$ cat config.mk
export PLATFORM = sky130hd
export DESIGN_NAME = jtframe_ioctl_sdram
export DESIGN_NICKNAME = d
export VERILOG_FILES = /design/src/rtl/jtframe_ioctl_sdram.sv
export SDC_FILE = /design/constraint.sdc
export NUM_CORES = 1
export LEC_CHECK = 0
export CAP_MARGIN = 5
export CORE_MARGIN = 2
export CORE_UTILIZATION = 58
export DETAILED_ROUTE_END_ITERATION = 12
export PLACE_DENSITY = 0.81
export SLEW_MARGIN = 20
export SYNTH_ARGS = -nofsm -noshare
export SYNTH_HDL_FRONTEND = slang
export SYNTH_SLANG_ARGS = --single-unit
$ cat constraint.sdc
create_clock -name clk_rom -period 5.1 [get_ports clk_rom]
set_input_delay 1.02 -clock clk_rom [delete_from_list [all_inputs] [get_ports clk_rom]]
set_output_delay 1.02 -clock clk_rom [all_outputs]
set_load 0.02 [all_outputs]
$ cat src/rtl/jtframe_ioctl_sdram.sv
// jtframe_ioctl_sdram: schedules ioctl download writes and NVRAM upload reads
// onto the SDRAM programming port. Download bytes are packed into 16-bit words
// with byte enables and queued in a small FIFO; upload bytes are served from a
// one-word cache that is refilled from SDRAM whenever the word address moves.
module jtframe_ioctl_sdram #(
  parameter int AW    = 22,
  parameter int DEPTH = 4
) (
  input  logic          clk_rom,
  input  logic          rst_n,
  input  logic          ioctl_rom,
  input  logic          ioctl_ram,
  input  logic          ioctl_upload,
  input  logic          ioctl_wr,
  input  logic [25:0]   ioctl_addr,
  input  logic [7:0]    ioctl_dout,
  output logic [7:0]    ioctl_din,
  output logic [AW-1:0] prog_addr,
  output logic [15:0]   prog_data,
  output logic [1:0]    prog_be,
  output logic          prog_we,
  output logic          prog_rd,
  input  logic          prog_ack,
  input  logic          prog_rdy,
  input  logic [15:0]   prog_q,
  output logic          busy,
  output logic          done,
  output logic          overflow
);

  localparam int PW = $clog2(DEPTH);

  typedef struct packed {
    logic [AW-1:0] addr;
    logic [15:0]   data;
    logic [1:0]    be;
  } entry_t;

  typedef enum logic [1:0] {IDLE, WR, RD, RDW} state_t;

  // edge detection
  logic act, act_q, act_rise, act_fall, upl_q, upl_rise;
  logic [AW-1:0] waddr;
  logic dl_wr;

  // packer
  logic   held_q, held_d, pend_q, pend_d;
  entry_t hold_q, hold_d, pend_e_q, pend_e_d, push_e;
  logic   push;

  // fifo
  entry_t mem [DEPTH];
  logic [PW:0] wr_ptr_q, rd_ptr_q;
  logic empty, full, do_push, pop;
  entry_t head;
  logic ovf_q;

  // fsm / cache / done
  state_t state_q, state_d;
  logic [AW-1:0] rd_addr_q, tag_q;
  logic [15:0]   cache_q;
  logic cvld_q, rd_start, fill;
  logic armed_q, done_q, done_cond;

  // address bits above the SDRAM word space are intentionally ignored
  logic unused_hi;
  assign unused_hi = ^ioctl_addr[25:AW+1];

  assign act      = ioctl_rom | ioctl_ram;
  assign act_rise = act & ~act_q;
  assign act_fall = ~act & act_q;
  assign upl_rise = ioctl_upload & ~upl_q;
  assign waddr    = ioctl_addr[AW:1];
  assign dl_wr    = ioctl_wr & act & ~ioctl_upload;

  // edge-detect history for act and upload
  always_ff @(posedge clk_rom or negedge rst_n) begin
    if (!rst_n) begin
      act_q <= 1'b0;
      upl_q <= 1'b0;
    end else begin
      act_q <= act;
      upl_q <= ioctl_upload;
    end
  end

  // byte packer: decide what (if anything) is pushed this cycle and what is held
  always_comb begin
    push     = 1'b0;
    push_e   = '0;
    held_d   = held_q;
    hold_d   = hold_q;
    pend_d   = pend_q;
    pend_e_d = pend_e_q;
    if (pend_q) begin
      // second half of a flush-plus-odd-byte strobe
      push   = 1'b1;
      push_e = pend_e_q;
      pend_d = 1'b0;
    end else if (dl_wr) begin
      if (!ioctl_addr[0]) begin
        if (held_q && hold_q.addr != waddr) begin
          push   = 1'b1;
          push_e = hold_q;
        end
        held_d       = 1'b1;
        hold_d.addr  = waddr;
        hold_d.data  = {8'h00, ioctl_dout};
        hold_d.be    = 2'b01;
      end else if (held_q && hold_q.addr == waddr) begin
        push        = 1'b1;
        push_e.addr = waddr;
        push_e.data = {ioctl_dout, hold_q.data[7:0]};
        push_e.be   = 2'b11;
        held_d      = 1'b0;
      end else if (held_q) begin
        push          = 1'b1;
        push_e        = hold_q;
        held_d        = 1'b0;
        pend_d        = 1'b1;
        pend_e_d.addr = waddr;
        pend_e_d.data = {ioctl_dout, 8'h00};
        pend_e_d.be   = 2'b10;
      end else begin
        push        = 1'b1;
        push_e.addr = waddr;
        push_e.data = {ioctl_dout, 8'h00};
        push_e.be   = 2'b10;
      end
    end else if (act_fall && held_q) begin
      push   = 1'b1;
      push_e = hold_q;
      held_d = 1'b0;
    end
  end

  // packer state
  always_ff @(posedge clk_rom or negedge rst_n) begin
    if (!rst_n) begin
      held_q   <= 1'b0;
      hold_q   <= '0;
      pend_q   <= 1'b0;
      pend_e_q <= '0;
    end else begin
      held_q   <= held_d;
      hold_q   <= hold_d;
      pend_q   <= pend_d;
      pend_e_q <= pend_e_d;
    end
  end

  assign empty   = (wr_ptr_q == rd_ptr_q);
  assign full    = (wr_ptr_q[PW] != rd_ptr_q[PW]) &&
                   (wr_ptr_q[PW-1:0] == rd_ptr_q[PW-1:0]);
  assign do_push = push & ~full;
  assign head    = mem[rd_ptr_q[PW-1:0]];

  // fifo storage; contents are don't-care until the pointers cover them
  always_ff @(posedge clk_rom) begin
    if (do_push) mem[wr_ptr_q[PW-1:0]] <= push_e;
  end

  // fifo pointers and sticky overflow (a full fifo drops even if popping)
  always_ff @(posedge clk_rom or negedge rst_n) begin
    if (!rst_n) begin
      wr_ptr_q <= '0;
      rd_ptr_q <= '0;
      ovf_q    <= 1'b0;
    end else begin
      if (do_push) wr_ptr_q <= wr_ptr_q + 1'b1;
      if (pop)     rd_ptr_q <= rd_ptr_q + 1'b1;
      if (push && full) ovf_q <= 1'b1;
      else if (act_rise) ovf_q <= 1'b0;
    end
  end

  // scheduler next state and request outputs; idle drives zeros
  always_comb begin
    state_d   = state_q;
    prog_we   = 1'b0;
    prog_rd   = 1'b0;
    prog_addr = '0;
    prog_data = '0;
    prog_be   = '0;
    pop       = 1'b0;
    rd_start  = 1'b0;
    fill      = 1'b0;
    unique case (state_q)
      IDLE: begin
        if (!empty) state_d = WR;
        else if (!held_q && !pend_q && ioctl_upload && !cvld_q) begin
          state_d  = RD;
          rd_start = 1'b1;
        end
      end
      WR: begin
        prog_we   = 1'b1;
        prog_addr = head.addr;
        prog_data = head.data;
        prog_be   = head.be;
        if (prog_ack) begin
          pop     = 1'b1;
          state_d = IDLE;
        end
      end
      RD: begin
        prog_rd   = 1'b1;
        prog_addr = rd_addr_q;
        if (prog_ack) state_d = RDW;
      end
      RDW: begin
        if (prog_rdy) begin
          fill    = 1'b1;
          state_d = IDLE;
        end
      end
      default: state_d = IDLE;
    endcase
  end

  // scheduler state and latched read address (keeps prog_addr stable in RD)
  always_ff @(posedge clk_rom or negedge rst_n) begin
    if (!rst_n) begin
      state_q   <= IDLE;
      rd_addr_q <= '0;
    end else begin
      state_q <= state_d;
      if (rd_start) rd_addr_q <= waddr;
    end
  end

  // upload cache: fill on read data, drop when the word address moves away
  always_ff @(posedge clk_rom or negedge rst_n) begin
    if (!rst_n) begin
      cache_q <= '0;
      tag_q   <= '0;
      cvld_q  <= 1'b0;
    end else begin
      if (fill) begin
        cache_q <= prog_q;
        tag_q   <= rd_addr_q;
        cvld_q  <= 1'b1;
      end else if (cvld_q && tag_q != waddr) begin
        cvld_q <= 1'b0;
      end
      if (upl_rise) cvld_q <= 1'b0;
    end
  end

  // only serve data for the word actually cached, so a stale byte never leaks
  assign ioctl_din = (cvld_q && tag_q == waddr) ?
                     (ioctl_addr[0] ? cache_q[15:8] : cache_q[7:0]) : 8'h00;

  assign done_cond = ~act & armed_q & ~held_q & ~pend_q & empty & (state_q == IDLE);

  // done: armed by the end of a download, fires once after the fifo drains
  always_ff @(posedge clk_rom or negedge rst_n) begin
    if (!rst_n) begin
      armed_q <= 1'b0;
      done_q  <= 1'b0;
    end else begin
      done_q <= done_cond;
      if (act_fall)       armed_q <= 1'b1;
      else if (act_rise)  armed_q <= 1'b0;
      else if (done_cond) armed_q <= 1'b0;
    end
  end

  assign busy     = held_q | pend_q | ~empty | (state_q != IDLE);
  assign done     = done_q;
  assign overflow = ovf_q;

endmodule

# Yosys cells after proc, flatten, opt, wreduce, memory -nomap -nowiden
# Memory sizes are Yosys's and may differ from the RTL's.
# Cells that the tools add are included.
[op_classes] mux=50 reduce_logical=23 eq_ne=14 n_bitwise=25 addsub=2
[ops] cell="two-way mux 40 bit" count=7
[ops] cell="== test 22 bit" count=2
[ops] cell="!= test 22 bit" count=2
[ops] cell="one-hot mux 22 bit (2 select lines)" count=1
[ops] cell="two-way mux 1 bit" count=32
[ops] cell="two-way mux 16 bit" count=1
[ops] cell="two-way mux 8 bit" count=2
[ops] cell="two-way mux 2 bit" count=6
[ops] cell="AND 1 bit" count=11
[ops] cell="logical AND 1 bit" count=10
[ops] cell="inverter 1 bit" count=10
[ops] cell="one-hot mux 2 bit (4 select lines)" count=1
[ops] cell="adder 3 x 1 -> 3 bit (second input constant)" count=2
[ops] cell="!= test 2 bit (second input constant)" count=3
[ops] cell="nonzero test 2 bit" count=3
[ops] cell="nonzero test 3 bit" count=2
[ops] cell="AND reduction 5 bit" count=1
[ops] cell="== test 2 bit (second input constant)" count=2
[ops] cell="OR 1 bit" count=4
[ops] cell="AND reduction 4 bit" count=1
[ops] cell="== test 3 bit" count=1
[ops] cell="logical NOT 1 bit" count=3
[ops] cell="!= test 3 bit (second input constant)" count=1
[ops] cell="AND reduction 3 bit" count=1
[ops] cell="5 further kinds" count=5
[totals] mem_bits_rw=160 wordCells=135 regBits=138 out_inout_bits=53 mem_count=1
[memory_table] memory="mem" depth=4 width=40 rd=1 rd_clocked_by_memory_dff=0 write_ports=1 line="52" text="entry_t mem [DEPTH];"

# Logic depth before layout (Yosys ltp)
[depth] word_depth=10 depth_mapped=9 depth_no_buf=8

# Worst setup path after synthesis
# Ideal clock, no wire load.
[synth_path] path_type="in2reg" startpoint="input port ioctl_ram" endpoint="memory mem[3][0] in the netlist's numbering, enable pin" t_arrival_ns=5.168 required_ns=4.597 path_slack_ns=-0.570 path_stages=8 path_cell_list="or2_2 clkbuf_1 inv_1 ha_1 a21oi_1 o21bai_1 o21ai_0 a211oi_1"
[synth_via] elab_chain_len=10 elab_cells_between_ends=12
[synth_lines] item="start: declaration" line="12" text="input logic ioctl_ram,"
[synth_lines] item="OR 1 bit" line="69" text="assign act = ioctl_rom | ioctl_ram;"
[synth_lines] item="named net act" line="42" text="logic act, act_q, act_rise, act_fall, upl_q, upl_rise;"
[synth_lines] item="inverter 1 bit" line="71" text="assign act_fall = ~act & act_q;"
[synth_lines] item="AND 1 bit" line="71"
[synth_lines] item="named net act_fall" line="42"
[synth_lines] item="logical AND 1 bit" line="130" text="end else if (act_fall && held_q) begin"
[synth_lines] item="two-way mux 1 bit" line="130"
[synth_lines] item="two-way mux 1 bit" line="100" text="end else if (dl_wr) begin"
[synth_lines] item="two-way mux 1 bit" line="95" text="if (pend_q) begin"
[synth_lines] item="AND 1 bit" line="155" text="assign do_push = push & ~full;"
[synth_lines] item="two-way mux 1 bit" line="160" text="if (do_push) mem[wr_ptr_q[PW-1:0]] <= push_e;"
[synth_lines] item="two-way mux 1 bit (implied by the code)" line="160"
[synth_lines] item="end: declaration" line="52"
# The timed path passes the listed nets, and every way through them passes these cells.

# Final worst setup path
[layout_path] startpoint="input port ioctl_addr[11]" endpoint="output port ioctl_din[4]"
[layout_via] elab_chain_len=3
[layout_lines] item="start: declaration" line="15" text="input logic [25:0] ioctl_addr,"
[layout_lines] item="== test 22 bit" line="251" text="assign ioctl_din = (cvld_q && tag_q == waddr) ?"
[layout_lines] item="logical AND 1 bit" line="251"
[layout_lines] item="two-way mux 8 bit" line="251"
[layout_lines] item="end: declaration" line="17" text="output logic [7:0] ioctl_din,"
# No other way between the ends.

==> impl_metrics.ini <==
[power_and_ir_drop]
sw_frac_of_total_pct = 29.8
peakVddDrop_uv = 265
power_density_nw_per_um2 = 535
p_switching_mw = 2.45
power.internal_mw = 5.77
comb_power_share_pct = 29.1
p_seq_share_pct = 41.9
clockPowerShare_pct = 29.1
power.leakage_nw = 5.89

[detailed_routing]
drcViolationCount = 0
drtAntennaViolNets = 0
wire_per_inst_um = 22.6
viasPerCell = 5.95
first_pass_iters = 5
drt_iter0_drc = 658
num_vias = 7581
routed_wl_um = 28800

[synth]
ys_ff_latch = 298
syn_area_um2 = 12900
avgSynthCellArea_um2 = 15.0
synth_area_leader_cell = edfxtp_1
yosysSeqAreaShare_pct = 64.1
synth.yosys.warnings = 0
synthCells = 859
synth_nets = 929
synthTopCellsByArea = edfxtp_1 37%, dfrtp_1 27%, mux2_2 7.9%, mux4_2 7.0%, nand2_1 3.0%
yosysTopAreaCellShare_pct = 37.3
synthDistinctLibCells = 47

[sta]
holdWs_ns = 0.471
hold_viol_final = 0
slew_headroom_pct = 28.1
finalCritPeriodShare_pct = 85.2
finalSetupViolations = 0
rsz0062_at_grt = no
fmax_ghz = 0.230
min_period_ns = 4.34
tns_ns = 0
final_max_slew_viol_count = 0
worstMarginPinSlew_ns = 1.08
finClkSkew_ns = 0.00881

[setup_path]
r2r_slack_ns = 1.80
crit_arrival_ns = 3.32
worst_setup_path_start_kind = input port
worstPathRequired_ns = 4.08
crit_type = in -> out
path_max_fanout = 9
cp-end-kind = output port

[global_route]
antenna_found_initial = 0
grt_max_degree = 102
grt_pass1_wl_um = 45000
grt_pass1_vias = 7974
grt_usage_pct = 24.8
grt-ovfl-total = 0

[floorplan]
coreArea_um2 = 21800
io_pins = 111
die_y_um = 153
initial_utilization_pct = 59.1
dieArea_um2 = 23400
die_w_um = 153
num_rows = 54

[clocking]
cts.sinks = 298
cts.clk_slew.worst_paths_ns = 0.06
cts-root-buf = clkbuf_16
clkLatencyLatePin_ns = 0.54
clock_tree.buffer_depth = 3
cts-buffers-inserted = 30
cts_max_level = 1
cts_setup_buffers = 0
postCtsHoldBufs = 0
cts_tree = yes
cts_resized = 0

[finish]
nets = 1041
drive_above_1_share_pct = 22.2
synthToLayoutAreaGrowth_pct = 19.1
num-fill-cells = 1416

[status]
status = complete, no violations

[flow_run]
max-cap-violations = 0

[worst_hold_path]
hp-class = reg -> reg

[place]
io_buffers = 107
place_congestion = 0.822
hpwlAfterDp_um = 17700
power groups by stage:
stage                     Clock (mW)  Sequential [mW]  Combinational [mW]
final                           2.39             3.44                2.39
after detailed placement           0             3.48                2.39
after CTS                       2.41             3.44                2.41
after floorplan                    0             3.27                1.68
after global placement             0             3.45                2.33
after global routing            2.51             3.50                2.56
cells in the mapped netlist, drive strengths merged:
library cell  instances
o21bai                1
xor2                 12
mux2i                 8
nand4b                1
xnor2                39
edfxtp              160
a211oi                1
mux4                 40
a22oi                22
a22o                  8
a21boi                1
o311ai                1
nand2b                2
nor2                 18
ha                   12
and3                  1
nand3                 2
nor2b                25
o21ai                 7
nor4                  4
or2                   2
o21a                  1
nand2               104
a21o                  1
o221ai                1
a221o                22
a31oi                 2
buf                  19
clkbuf               29
a32o                  1
a21oi                 6
nand4                10
dfrtp               138
inv                  12
and2                 52
mux2                 92
nor3                  2
state kept, by name, summed over array words and instances, names as in the netlist:
signal,cells
mem,160
hold_q,31
pend_e_q,31
rd_addr_q,22
tag_q,22
cache_q,16
rd_ptr_q,3
wr_ptr_q,3
state_q,2
act_q,1
armed_q,1
cvld_q,1
done,1
held_q,1
overflow,1
pend_q,1
upl_q,1
worst paths after layout:
check                                         from                        to  cells past startpoint
max                                 ioctl_addr[11]              ioctl_din[4]                      8
min                        pend_e_q[1]$_DFFE_PN0P_   pend_e_q[1]$_DFFE_PN0P_                      1
max in group asynchronous                    rst_n  pend_e_q[37]$_DFFE_PN0P_                      2
min in group asynchronous                    rst_n  pend_e_q[24]$_DFFE_PN0P_                      1
max reg2reg                rd_ptr_q[1]$_DFFE_PN0P_      mem[2][35]$_DFFE_PP_                      6
min reg2reg                pend_e_q[1]$_DFFE_PN0P_   pend_e_q[1]$_DFFE_PN0P_                      1
cells in the final DEF (no fill, tap or decap), types with 20 or more instances in the layout:
cell and instances:
nand2_1 103, clkbuf_16 31, clkdlybuf4s50_1 106, xnor2_1 39, mux2_2 90, nor2b_1 25
buf_4 20, mux4_2 40, a221o_1 20, a22oi_1 22, edfxtp_1 160, dfrtp_1 136
and2_1 48
metrics by stage:
step	util (%)	std cells	instance area [µm²]	setup WS, ns	total power [mW]
final	70.4	1275	15400	0.755	8.22
after global routing	70.4	1274	15400	0.636	8.57
after global placement	65.3	1219	14300	0.710	5.78
after CTS	70.4	1274	15400	0.778	8.26
after floorplan	-	859	12900	0.844	4.96
after detailed placement	65.3	1219	14300	0.569	5.86
kinds of logic after synthesis:
family | after synthesis | share of synthesized area, %
xor gates and xnor gates | 51 | 3.46
muxes | 140 | 15.6
and+or+nand+nor | 223 | 8.57
DFF | 298 | 64.1
adders and majority gates | 12 | 1.16
buffers and inverters | 60 | 2.36
AOI/OAI and AO/OA | 75 | 4.75
critical path, cell delays in order:
cell and delay (ns):
clkdlybuf4s50_1 0.56, xnor2_1 0.32, nand4_1 0.14, nor4_1 0.19
nand4_1 0.13, buf_4 0.21, nor2_1 0.13, clkdlybuf4s50_1 0.62
metal layers:
metal	GRT usage [%]	vias up	share of wire, %
li1	-	3376	-
met1	34.5	3890	41
met2	41.2	265	50
met3	3.69	50	6.6
met4	7.63	0	2.4
met5	0	-	0
final cells by class:
class | instances | area [µm²] | share of cell area (%)
multi-input cells | 501 | 4360 | 28.4
repair buffers | 128 | 1240 | 8.09
inverters | 12 | 45.0 | 0.293
flip-flops and latches | 298 | 8260 | 53.8
diodes | 1 | 2.50 | 0.0163
clock inverters | 21 | 287 | 1.87
clock buffers | 34 | 807 | 5.26
well taps | 280 | 350 | 2.28
(Power assumes the default switching activity.)
